==> src/rtl/ac97_codec_responder_pkg.sv <==
// ---------------------------------------------------------------------------
// ac97_codec_responder_pkg
// Shared constants for the AC-link codec responder:
//   - bit positions of the tag and slot boundaries within a 256-bit frame
//   - AC'97 register addresses handled specially by the register file
//   - register reset defaults and fixed readback values
//   - small helpers for default lookup and write-permission decode
// ---------------------------------------------------------------------------
package ac97_codec_responder_pkg;

  // Frame bit positions (bit 0 is the first bit after the sync rise)
  localparam logic [7:0] B_TAG_LAST  = 8'd4;    // last tag bit that is used (slot4 valid)
  localparam logic [7:0] B_SLOT1_END = 8'd35;   // slot1 = bits 16..35
  localparam logic [7:0] B_SLOT2_END = 8'd55;   // slot2 = bits 36..55
  localparam logic [7:0] B_SLOT3_END = 8'd75;   // slot3 = bits 56..75
  localparam logic [7:0] B_SLOT4_END = 8'd95;   // slot4 = bits 76..95
  localparam logic [7:0] B_LAST      = 8'd255;

  // Tag bit indices inside the captured tag vector
  localparam int unsigned TAG_FRAME = 0;
  localparam int unsigned TAG_SLOT1 = 1;
  localparam int unsigned TAG_SLOT2 = 2;
  localparam int unsigned TAG_SLOT3 = 3;
  localparam int unsigned TAG_SLOT4 = 4;

  // Register addresses
  localparam logic [6:0] REG_RESET     = 7'h00;
  localparam logic [6:0] REG_MASTER    = 7'h02;
  localparam logic [6:0] REG_PCM       = 7'h18;
  localparam logic [6:0] REG_POWERDOWN = 7'h26;
  localparam logic [6:0] REG_VID1      = 7'h7C;
  localparam logic [6:0] REG_VID2      = 7'h7E;

  // Defaults and fixed readback values
  localparam logic [15:0] DEF_MASTER   = 16'h8000;
  localparam logic [15:0] DEF_PCM      = 16'h8808;
  localparam logic [15:0] POWERDOWN_RD = 16'h000F;

  // Frame alignment state
  typedef enum logic {
    FR_IDLE,
    FR_ACTIVE
  } frame_state_e;

  // Default value for a register file entry indexed by address[6:1]
  function automatic logic [15:0] reg_default(input logic [5:0] idx);
    if (idx == REG_MASTER[6:1]) return DEF_MASTER;
    if (idx == REG_PCM[6:1])    return DEF_PCM;
    return '0;
  endfunction

  // True for addresses whose storage may be overwritten (0x00 handled apart)
  function automatic logic is_writable(input logic [6:0] addr);
    return !addr[0] && (addr != REG_RESET) && (addr != REG_POWERDOWN) &&
           (addr != REG_VID1) && (addr != REG_VID2);
  endfunction

endpackage

==> src/rtl/ac97_codec_responder_if.sv <==
// ---------------------------------------------------------------------------
// ac97_codec_responder_if
// Bundles the AC-link serial lines and the PCM / control side-band of the
// codec responder.
//   master : controller / bench side (drives sync, sdata_out, ADC samples)
//   slave  : codec side (drives sdata_in, DAC samples, status, volumes)
// ---------------------------------------------------------------------------
interface ac97_codec_responder_if;
  logic        ac97_sync;
  logic        ac97_sdata_out;
  logic        ac97_sdata_in;
  logic [19:0] adc_left;
  logic [19:0] adc_right;
  logic        adc_valid;
  logic [19:0] dac_left;
  logic [19:0] dac_right;
  logic        dac_strobe;
  logic        codec_ready;
  logic [15:0] master_vol;
  logic [15:0] pcm_vol;

  modport master (
    output ac97_sync, ac97_sdata_out, adc_left, adc_right, adc_valid,
    input  ac97_sdata_in, dac_left, dac_right, dac_strobe, codec_ready,
           master_vol, pcm_vol
  );

  modport slave (
    input  ac97_sync, ac97_sdata_out, adc_left, adc_right, adc_valid,
    output ac97_sdata_in, dac_left, dac_right, dac_strobe, codec_ready,
           master_vol, pcm_vol
  );
endinterface

==> src/rtl/ac97_codec_responder_regs.sv <==
// ---------------------------------------------------------------------------
// ac97_codec_responder_regs
// 64 x 16 codec register file indexed by address[6:1].
//   i_clk, i_rst_n     : bit clock (posedge), async active-low reset
//   i_wr_en            : single-cycle write request
//   i_wr_addr/i_wr_data: write address / data; 0x00 restores all defaults,
//                        odd, 0x26, 0x7C, 0x7E are read-only
//   i_rd_addr          : combinational read address
//   o_rd_data          : readback value (fixed values for read-only regs)
//   o_master_vol       : register 0x02
//   o_pcm_vol          : register 0x18
// ---------------------------------------------------------------------------
module ac97_codec_responder_regs
  import ac97_codec_responder_pkg::*;
#(
  parameter logic [15:0] VENDOR_ID1 = 16'h4144,
  parameter logic [15:0] VENDOR_ID2 = 16'h5374
) (
  input  logic        i_clk,
  input  logic        i_rst_n,
  input  logic        i_wr_en,
  input  logic [6:0]  i_wr_addr,
  input  logic [15:0] i_wr_data,
  input  logic [6:0]  i_rd_addr,
  output logic [15:0] o_rd_data,
  output logic [15:0] o_master_vol,
  output logic [15:0] o_pcm_vol
);

  logic [15:0] r_mem [64];

  always_ff @(posedge i_clk or negedge i_rst_n) begin
    if (!i_rst_n) begin
      for (int unsigned i = 0; i < 64; i++) r_mem[i] <= reg_default(6'(i));
    end else if (i_wr_en) begin
      if (i_wr_addr == REG_RESET) begin
        for (int unsigned i = 0; i < 64; i++) r_mem[i] <= reg_default(6'(i));
      end else if (is_writable(i_wr_addr)) begin
        r_mem[i_wr_addr[6:1]] <= i_wr_data;
      end
    end
  end

  always_comb begin
    o_rd_data = '0;
    if (!i_rd_addr[0]) begin
      case (i_rd_addr)
        REG_POWERDOWN: o_rd_data = POWERDOWN_RD;
        REG_VID1:      o_rd_data = VENDOR_ID1;
        REG_VID2:      o_rd_data = VENDOR_ID2;
        default:       o_rd_data = r_mem[i_rd_addr[6:1]];
      endcase
    end
  end

  assign o_master_vol = r_mem[REG_MASTER[6:1]];
  assign o_pcm_vol    = r_mem[REG_PCM[6:1]];

endmodule

==> src/rtl/ac97_codec_responder.sv <==
// ---------------------------------------------------------------------------
// ac97_codec_responder
// Codec-side end of the AC-link. Deframes SDATA_OUT (sampled on negedge),
// executes slot1/slot2 register commands, captures DAC PCM from slots 3/4
// and serializes SDATA_IN (driven on posedge) with tag, read response and
// ADC PCM.
//   ac97_bitclk  : bit clock, both edges used
//   ac97_reset_b : async active-low reset
//   bus (slave)  : sync/sdata lines, ADC inputs, DAC outputs, codec_ready,
//                  master_vol (0x02), pcm_vol (0x18)
// ---------------------------------------------------------------------------
module ac97_codec_responder
  import ac97_codec_responder_pkg::*;
#(
  parameter logic [15:0] VENDOR_ID1   = 16'h4144,
  parameter logic [15:0] VENDOR_ID2   = 16'h5374,
  parameter int unsigned READY_FRAMES = 2
) (
  input  logic                    ac97_bitclk,
  input  logic                    ac97_reset_b,
  ac97_codec_responder_if.slave   bus
);

  // Receive side (negedge domain)
  frame_state_e r_state;
  logic [7:0]   r_nbit;        // index of the bit sampled at the next negedge
  logic         r_sync_q;
  logic [18:0]  r_shift;
  logic [4:0]   r_tag;
  logic [7:0]   r_slot1;       // {R/W, addr[6:0]}
  logic [19:0]  r_slot3;
  logic         r_wr_en;
  logic [6:0]   r_wr_addr;
  logic [15:0]  r_wr_data;
  logic         r_pend_valid;
  logic [6:0]   r_pend_addr;
  logic [19:0]  r_dac_left;
  logic [19:0]  r_dac_right;
  logic         r_dac_upd;
  logic [7:0]   r_frames;
  logic         r_ready;

  // Transmit side (posedge domain)
  logic [95:0]  r_txf;
  logic         r_sdin;
  logic         r_resp_valid;
  logic         r_strobe;

  logic         w_sync_rise;
  logic         w_bit_ok;
  logic         w_complete;
  logic         w_cmd_gate;
  logic [19:0]  w_sample;
  logic [15:0]  w_rd_data;
  logic [6:0]   w_rsp_addr;
  logic [15:0]  w_rsp_data;
  logic [95:0]  w_frame;

  // A sync rise re-labels the current bit as 255, so no slot action fires on it
  assign w_sync_rise = bus.ac97_sync & ~r_sync_q;
  assign w_bit_ok    = (r_state == FR_ACTIVE) && !w_sync_rise;
  assign w_complete  = (r_state == FR_ACTIVE) && (r_nbit == B_LAST);
  assign w_cmd_gate  = r_tag[TAG_FRAME] && r_tag[TAG_SLOT1] && r_ready;
  assign w_sample    = {r_shift, bus.ac97_sdata_out};

  always_ff @(negedge ac97_bitclk or negedge ac97_reset_b) begin
    if (!ac97_reset_b) begin
      r_state      <= FR_IDLE;
      r_nbit       <= '0;
      r_sync_q     <= 1'b0;
      r_shift      <= '0;
      r_tag        <= '0;
      r_slot1      <= '0;
      r_slot3      <= '0;
      r_wr_en      <= 1'b0;
      r_wr_addr    <= '0;
      r_wr_data    <= '0;
      r_pend_valid <= 1'b0;
      r_pend_addr  <= '0;
      r_dac_left   <= '0;
      r_dac_right  <= '0;
      r_dac_upd    <= 1'b0;
      r_frames     <= '0;
      r_ready      <= 1'b0;
    end else begin
      r_sync_q  <= bus.ac97_sync;
      r_shift   <= w_sample[18:0];
      r_wr_en   <= 1'b0;
      r_dac_upd <= 1'b0;

      if (w_sync_rise) begin
        r_state <= FR_ACTIVE;
        r_nbit  <= '0;
      end else if (r_state == FR_ACTIVE) begin
        if (r_nbit == B_LAST) r_state <= FR_IDLE;
        r_nbit <= r_nbit + 8'd1;
      end

      if (w_complete && !r_ready) begin
        if (r_frames == 8'(READY_FRAMES - 1)) r_ready  <= 1'b1;
        else                                  r_frames <= r_frames + 8'd1;
      end

      if (w_bit_ok) begin
        // Tags shift in from the top so bit 0 ends up in r_tag[0]
        if (r_nbit <= B_TAG_LAST) r_tag <= {bus.ac97_sdata_out, r_tag[4:1]};

        case (r_nbit)
          B_SLOT1_END: r_slot1 <= w_sample[19:12];
          B_SLOT2_END: begin
            if (w_cmd_gate && r_slot1[7]) begin
              r_pend_valid <= 1'b1;
              r_pend_addr  <= r_slot1[6:0];
            end else if (r_resp_valid) begin
              r_pend_valid <= 1'b0;
            end
            if (w_cmd_gate && !r_slot1[7] && r_tag[TAG_SLOT2]) begin
              r_wr_en   <= 1'b1;
              r_wr_addr <= r_slot1[6:0];
              r_wr_data <= w_sample[19:4];
            end
          end
          B_SLOT3_END: r_slot3 <= w_sample;
          B_SLOT4_END: begin
            if (r_tag[TAG_FRAME] && r_tag[TAG_SLOT3] && r_tag[TAG_SLOT4]) begin
              r_dac_left  <= r_slot3;
              r_dac_right <= w_sample;
              r_dac_upd   <= 1'b1;
            end
          end
          default: ;
        endcase
      end
    end
  end

  ac97_codec_responder_regs #(
    .VENDOR_ID1 (VENDOR_ID1),
    .VENDOR_ID2 (VENDOR_ID2)
  ) u_regs (
    .i_clk        (ac97_bitclk),
    .i_rst_n      (ac97_reset_b),
    .i_wr_en      (r_wr_en),
    .i_wr_addr    (r_wr_addr),
    .i_wr_data    (r_wr_data),
    .i_rd_addr    (r_pend_addr),
    .o_rd_data    (w_rd_data),
    .o_master_vol (bus.master_vol),
    .o_pcm_vol    (bus.pcm_vol)
  );

  assign w_rsp_addr = r_pend_valid ? r_pend_addr : '0;
  assign w_rsp_data = r_pend_valid ? w_rd_data   : '0;

  // Bits 0..95 of the outgoing frame, bit 0 in the MSB
  always_comb begin
    w_frame = {r_ready, r_pend_valid, r_pend_valid, bus.adc_valid, bus.adc_valid,
               11'b0, 1'b0, w_rsp_addr, 12'b0, w_rsp_data, 4'b0,
               bus.adc_left, bus.adc_right};
  end

  // The whole frame payload is snapshotted at b0, then shifted out one bit
  // per posedge; bits past 95 shift in as zeros.
  always_ff @(posedge ac97_bitclk or negedge ac97_reset_b) begin
    if (!ac97_reset_b) begin
      r_txf        <= '0;
      r_sdin       <= 1'b0;
      r_resp_valid <= 1'b0;
      r_strobe     <= 1'b0;
    end else begin
      r_strobe <= r_dac_upd;
      if (r_state == FR_ACTIVE && r_nbit == 8'd0) begin
        r_txf        <= {w_frame[94:0], 1'b0};
        r_sdin       <= w_frame[95];
        r_resp_valid <= r_pend_valid;
      end else if (r_state == FR_ACTIVE) begin
        r_txf  <= {r_txf[94:0], 1'b0};
        r_sdin <= r_txf[95];
      end else begin
        r_sdin <= 1'b0;
      end
    end
  end

  assign bus.ac97_sdata_in = r_sdin;
  assign bus.dac_left      = r_dac_left;
  assign bus.dac_right     = r_dac_right;
  assign bus.dac_strobe    = r_strobe;
  assign bus.codec_ready   = r_ready;

endmodule

==> src/flat_wrapper.sv <==
// flat-port wrapper written by rule: the top's interface ports become plain ports
module ac97_codec_responder_flat import ac97_codec_responder_pkg::*;
#(
  parameter logic [15:0] VENDOR_ID1   = 16'h4144,
  parameter logic [15:0] VENDOR_ID2   = 16'h5374,
  parameter int unsigned READY_FRAMES = 2
)
  (ac97_bitclk, ac97_reset_b, bus_ac97_sync, bus_ac97_sdata_out, bus_adc_left, bus_adc_right, bus_adc_valid, bus_ac97_sdata_in, bus_dac_left, bus_dac_right, bus_dac_strobe, bus_codec_ready, bus_master_vol, bus_pcm_vol);
  ac97_codec_responder_if bus_i ();
  input  logic ac97_bitclk;
  input  logic ac97_reset_b;
  input wire logic [$bits(bus_i.ac97_sync)-1:0] bus_ac97_sync;
  input wire logic [$bits(bus_i.ac97_sdata_out)-1:0] bus_ac97_sdata_out;
  input wire logic [$bits(bus_i.adc_left)-1:0] bus_adc_left;
  input wire logic [$bits(bus_i.adc_right)-1:0] bus_adc_right;
  input wire logic [$bits(bus_i.adc_valid)-1:0] bus_adc_valid;
  output wire logic [$bits(bus_i.ac97_sdata_in)-1:0] bus_ac97_sdata_in;
  output wire logic [$bits(bus_i.dac_left)-1:0] bus_dac_left;
  output wire logic [$bits(bus_i.dac_right)-1:0] bus_dac_right;
  output wire logic [$bits(bus_i.dac_strobe)-1:0] bus_dac_strobe;
  output wire logic [$bits(bus_i.codec_ready)-1:0] bus_codec_ready;
  output wire logic [$bits(bus_i.master_vol)-1:0] bus_master_vol;
  output wire logic [$bits(bus_i.pcm_vol)-1:0] bus_pcm_vol;
  assign bus_i.ac97_sync = bus_ac97_sync;
  assign bus_i.ac97_sdata_out = bus_ac97_sdata_out;
  assign bus_i.adc_left = bus_adc_left;
  assign bus_i.adc_right = bus_adc_right;
  assign bus_i.adc_valid = bus_adc_valid;
  assign bus_ac97_sdata_in = bus_i.ac97_sdata_in;
  assign bus_dac_left = bus_i.dac_left;
  assign bus_dac_right = bus_i.dac_right;
  assign bus_dac_strobe = bus_i.dac_strobe;
  assign bus_codec_ready = bus_i.codec_ready;
  assign bus_master_vol = bus_i.master_vol;
  assign bus_pcm_vol = bus_i.pcm_vol;
  ac97_codec_responder #(.VENDOR_ID1(VENDOR_ID1), .VENDOR_ID2(VENDOR_ID2), .READY_FRAMES(READY_FRAMES)) u_core (.ac97_bitclk(ac97_bitclk), .ac97_reset_b(ac97_reset_b), .bus(bus_i));
endmodule
==> config.mk <==
export PLATFORM = sky130hd
export DESIGN_NAME = ac97_codec_responder_flat
export DESIGN_NICKNAME = d
export VERILOG_FILES = /design/src/rtl/ac97_codec_responder_pkg.sv /design/src/rtl/ac97_codec_responder_if.sv /design/src/rtl/ac97_codec_responder_regs.sv /design/src/rtl/ac97_codec_responder.sv /design/src/flat_wrapper.sv
export SDC_FILE = /design/constraint.sdc
export NUM_CORES = 2
export LEC_CHECK = 0
export ABC_AREA = 1
export BUFFER_PORTS_ARGS = -buffer_cell sky130_fd_sc_hd__buf_2
export CORE_ASPECT_RATIO = 1.75
export CORE_UTILIZATION = 68
export DETAILED_ROUTE_END_ITERATION = 6
export PLACE_DENSITY = 0.85
export SLEW_MARGIN = 10
export SYNTH_ARGS = -nofsm -noshare
export SYNTH_HDL_FRONTEND = slang
export SYNTH_SLANG_ARGS = --single-unit
==> constraint.sdc <==
create_clock -name ac97_bitclk -period 5.8 [get_ports ac97_bitclk]
set_clock_uncertainty 0.05 [all_clocks]
set_input_delay 0.29 -clock ac97_bitclk [delete_from_list [all_inputs] [get_ports ac97_bitclk]]
set_output_delay 0.29 -clock ac97_bitclk [all_outputs]
set_load 0.1 [all_outputs]
==> impl_metrics.json <==
{
  "clk_pin_slew_ns": 0.07,
  "syn_nets": 6750,
  "slew_headroom": 0.246,
  "finalWirelength_mm": 188,
  "firstDrtPassIters": 7,
  "avgSynthCellArea_sq_um": 8.57,
  "cts_tree": "yes",
  "peakVddDrop_mv": 0.330,
  "setup_viol_count_final": 0,
  "synth_cell_type_count": 38,
  "crit_required_ns": 6.37,
  "fp.dieW_um": 222,
  "layout.nets": 6708,
  "drive_above_1_share": 0.0961,
  "top_layer": "met5",
  "whs_ns": 0.0619,
  "critPathKind": "reg -> reg",
  "synth-async-reset-ratio": 1.00,
  "wl_met3_mm": 19.9,
  "clk_latency_ns": 0.72,
  "dpl.hpwl_mm": 113,
  "numCtsBuffers": 108,
  "rows": 140,
  "die-area_sq_um": 85600,
  "portBuffers": 119,
  "die_h_um": 386,
  "num_vias": 51800,
  "leakagePower_nw": 29.4,
  "ys_seq_area_frac": 0.552,
  "end_kind": "flip-flop",
  "placed_cells": 7572,
  "cts.sinks": 1266,
  "slew_violations": 0,
  "setup.worst_path.start_class": "flip-flop",
  "track_usage": 0.442,
  "min_path_type": "in -> async",
  "fin_cells": 7821,
  "ys.flop_type": "dfrtp_1",
  "grt.overflow.total": 0,
  "antenna_found_initial": 5,
  "wl_met1_mm": 62.6,
  "cts_buffer_depth": 3,
  "cts-root-buf": "clkbuf_16",
  "setup_tns_ns": 0,
  "routedWlPerCell_um": 24.0,
  "boundaryPins": 120,
  "viasPerCell": 6.62,
  "areaGrowthSynthToFinish_pct": 11.1,
  "htree_levels": 3,
  "gp_congestion": 0.980,
  "drt.antenna.violating_nets": 0,
  "violations": "design-rule violations",
  "initial_core_util": 0.688,
  "synth_area_sq_um": 57400,
  "outcome": "complete, but fails checks",
  "worst_slew_pin_slew_ns": 1.13,
  "syn_inst": 6701,
  "critPathArrivalTime_ns": 6.31,
  "core_sq_um": 83400,
  "drtIter0Drc": 7663,
  "synth-seq-cells": 1266,
  "grt_max_degree": 181,
  "power_density_nw_per_um2": 275,
  "maxCapViolCount": 0,
  "grt_pass1_wl_mm": 289,
  "synth_edf_count": 0,
  "hold_viol_final": 0,
  "first_global_vias": 51600,
  "drcViolationCount": 10,
  "fill_cells": 5527,
  "critPathMaxFanout": 43,
  "yosys_warnings": 0,
  "wl_met2_mm": 87.1
}
==> cells by family (layout without fill, tap and decap cells) <==
logic type	count (synthesis)	in the layout	synth area share
buffers and inverters	1665	1716	0.115
and+or+nand+nor	2071	2071	0.152
DFF	1266	1266	0.552
other	0	4	0
adders and majority gates	4	4	0.000872
muxes	1	1	0.000196
xor gates and xnor gates	6	6	0.000915
AOI/OAI and AO/OA	1688	1688	0.180
==> registers in the layout, summed over array words and instances, names as in the netlist, 5 cells and up <==
signal and count:
u_core.r_pend_addr 7, u_core.r_nbit 8, u_core.r_slot1 8, u_core.r_shift 19, u_core.r_txf 95, u_core.u_regs.o_master_vol 16
u_core.r_wr_addr 7, u_core.r_slot3 20, u_core.u_regs.o_pcm_vol 16, u_core.r_frames 8, u_core.u_regs.r_mem 992, u_core.r_tag 5
u_core.bus.dac_left 20, u_core.r_wr_data 16, u_core.bus.dac_right 20
==> Yosys cell counts (2+ instances only) <==
master / count / area, sq um
dfstp_2: 4 / 105
clkbuf_1: 303 / 1140
nor3_4: 2 / 32.5
nand3b_1: 6 / 45.0
nor3_1: 16 / 80.1
nand3_1: 643 / 3220
a21oi_1: 299 / 1500
o22ai_1: 954 / 5970
nor4_1: 6 / 37.5
a31oi_1: 5 / 31.3
dfrtn_1: 144 / 3600
nor3_2: 2 / 20.0
xnor2_1: 2 / 17.5
buf_1: 47 / 176
a21oi_4: 30 / 488
nor2_2: 5 / 31.3
nand2_1: 1154 / 4330
inv_1: 1106 / 4150
o31ai_1: 15 / 113
a21oi_2: 29 / 254
buf_6: 3 / 33.8
xor2_1: 4 / 35.0
inv_2: 13 / 48.8
ha_1: 4 / 50.1
buf_2: 157 / 786
o211ai_1: 56 / 420
dfrtp_1: 1118 / 28000
o21ai_0: 291 / 1460
nand4_1: 4 / 25.0
buf_4: 35 / 263
a221oi_1: 7 / 61.3
nor2_1: 231 / 867
==> routing by layer <==
layer / GRT usage / up-vias
li1: - / 22100
met1: 0.517 / 24900
met2: 0.687 / 3750
met3: 0.109 / 1057
met4: 0.381 / 4
met5: 0 / -
==> where the power goes <==
part           internal (mW)  switching (mW)
logic                  0.233           0.533
registers               9.04           0.137
clock network           4.18            3.44
total                   13.5            4.11
==> metrics by stage <==
stage               power (mW)  setup WS, ns   util  cell area, sq um
floorplan                 9.70         0.662      -             57400
global placement          10.0         0.171  0.715             59600
detailed placement        10.0         0.179  0.715             59600
CTS                       17.5         0.165  0.765             63700
global route              18.0      -0.00273  0.765             63800
finish                    17.6        0.0594  0.765             63800
==> worst max-delay path: stages (launching register included) <==
cell     delay (ns)
dfrtn_1        0.65
buf_4          0.24
buf_12         0.24
a21oi_1        0.11
o21ai_0        0.09
nand2_1        0.14
o21ai_1        0.55
nand2_1        0.11
a21oi_1        0.29
nand2_1        0.09
nand3_1        0.09
a21oi_1        0.06
==> final cells by class <==
| cell class | count | area [sq um] | area share |
|---|---|---|---|
| Sequential cell | 1266 | 31700 | 0.497 |
| Multi-Input combinational cell | 3770 | 19400 | 0.303 |
| Inverter | 1120 | 4250 | 0.0665 |
| Timing Repair Buffer | 393 | 3450 | 0.0541 |
| Clock buffer | 156 | 3240 | 0.0508 |
| Tap cell | 1065 | 1330 | 0.0209 |
| Clock inverter | 47 | 477 | 0.00747 |
| Antenna cell | 4 | 10.0 | 0.000157 |
==> path summary, 6_finish.rpt <==
path	from	endpoint	slack, ns	cells past startpoint
max	u_core.r_pend_addr[2]	u_core.r_txf[52]	0.06	11
min	ac97_reset_b	u_core.u_regs.r_mem[932]	0.06	2
max reg2reg	u_core.r_pend_addr[2]	u_core.r_txf[52]	0.06	11
min reg2reg	u_core.r_shift[3]	u_core.r_shift[4]	0.27	0
max in group asynchronous	ac97_reset_b	u_core.r_slot3[15]	1.90	3
min in group ac97_bitclk	bus_adc_right[0]	u_core.r_txf[1]	0.26	4
==> repair_timing <==
action | in CTS | in global routing
setup buffers | 0 | 0
hold buffers | 42 | 0
hold endpoints to repair | 149 | 0
gates resized for setup | 0 | 8
endpoints found under the setup margin | 0 | 7
==> placed cells by master, fill, tap and decap left out, types with 14 or more instances in the layout <==
cell	n
o31ai_1	15
nor2_1	230
a21oi_2	28
buf_4	177
inv_1	1105
dfrtn_1	144
clkbuf_16	112
buf_12	55
buf_2	118
a21oi_1	299
clkbuf_1	17
nand3_1	626
nand3_4	16
nor3_1	14
dfrtp_1	1118
o22ai_1	954
clkinv_2	26
o211ai_1	56
o21ai_0	290
nand2_1	1149
dlygate4sd3_1	42
clkbuf_8	27
a21oi_4	31
(Power assumes the default switching activity.)
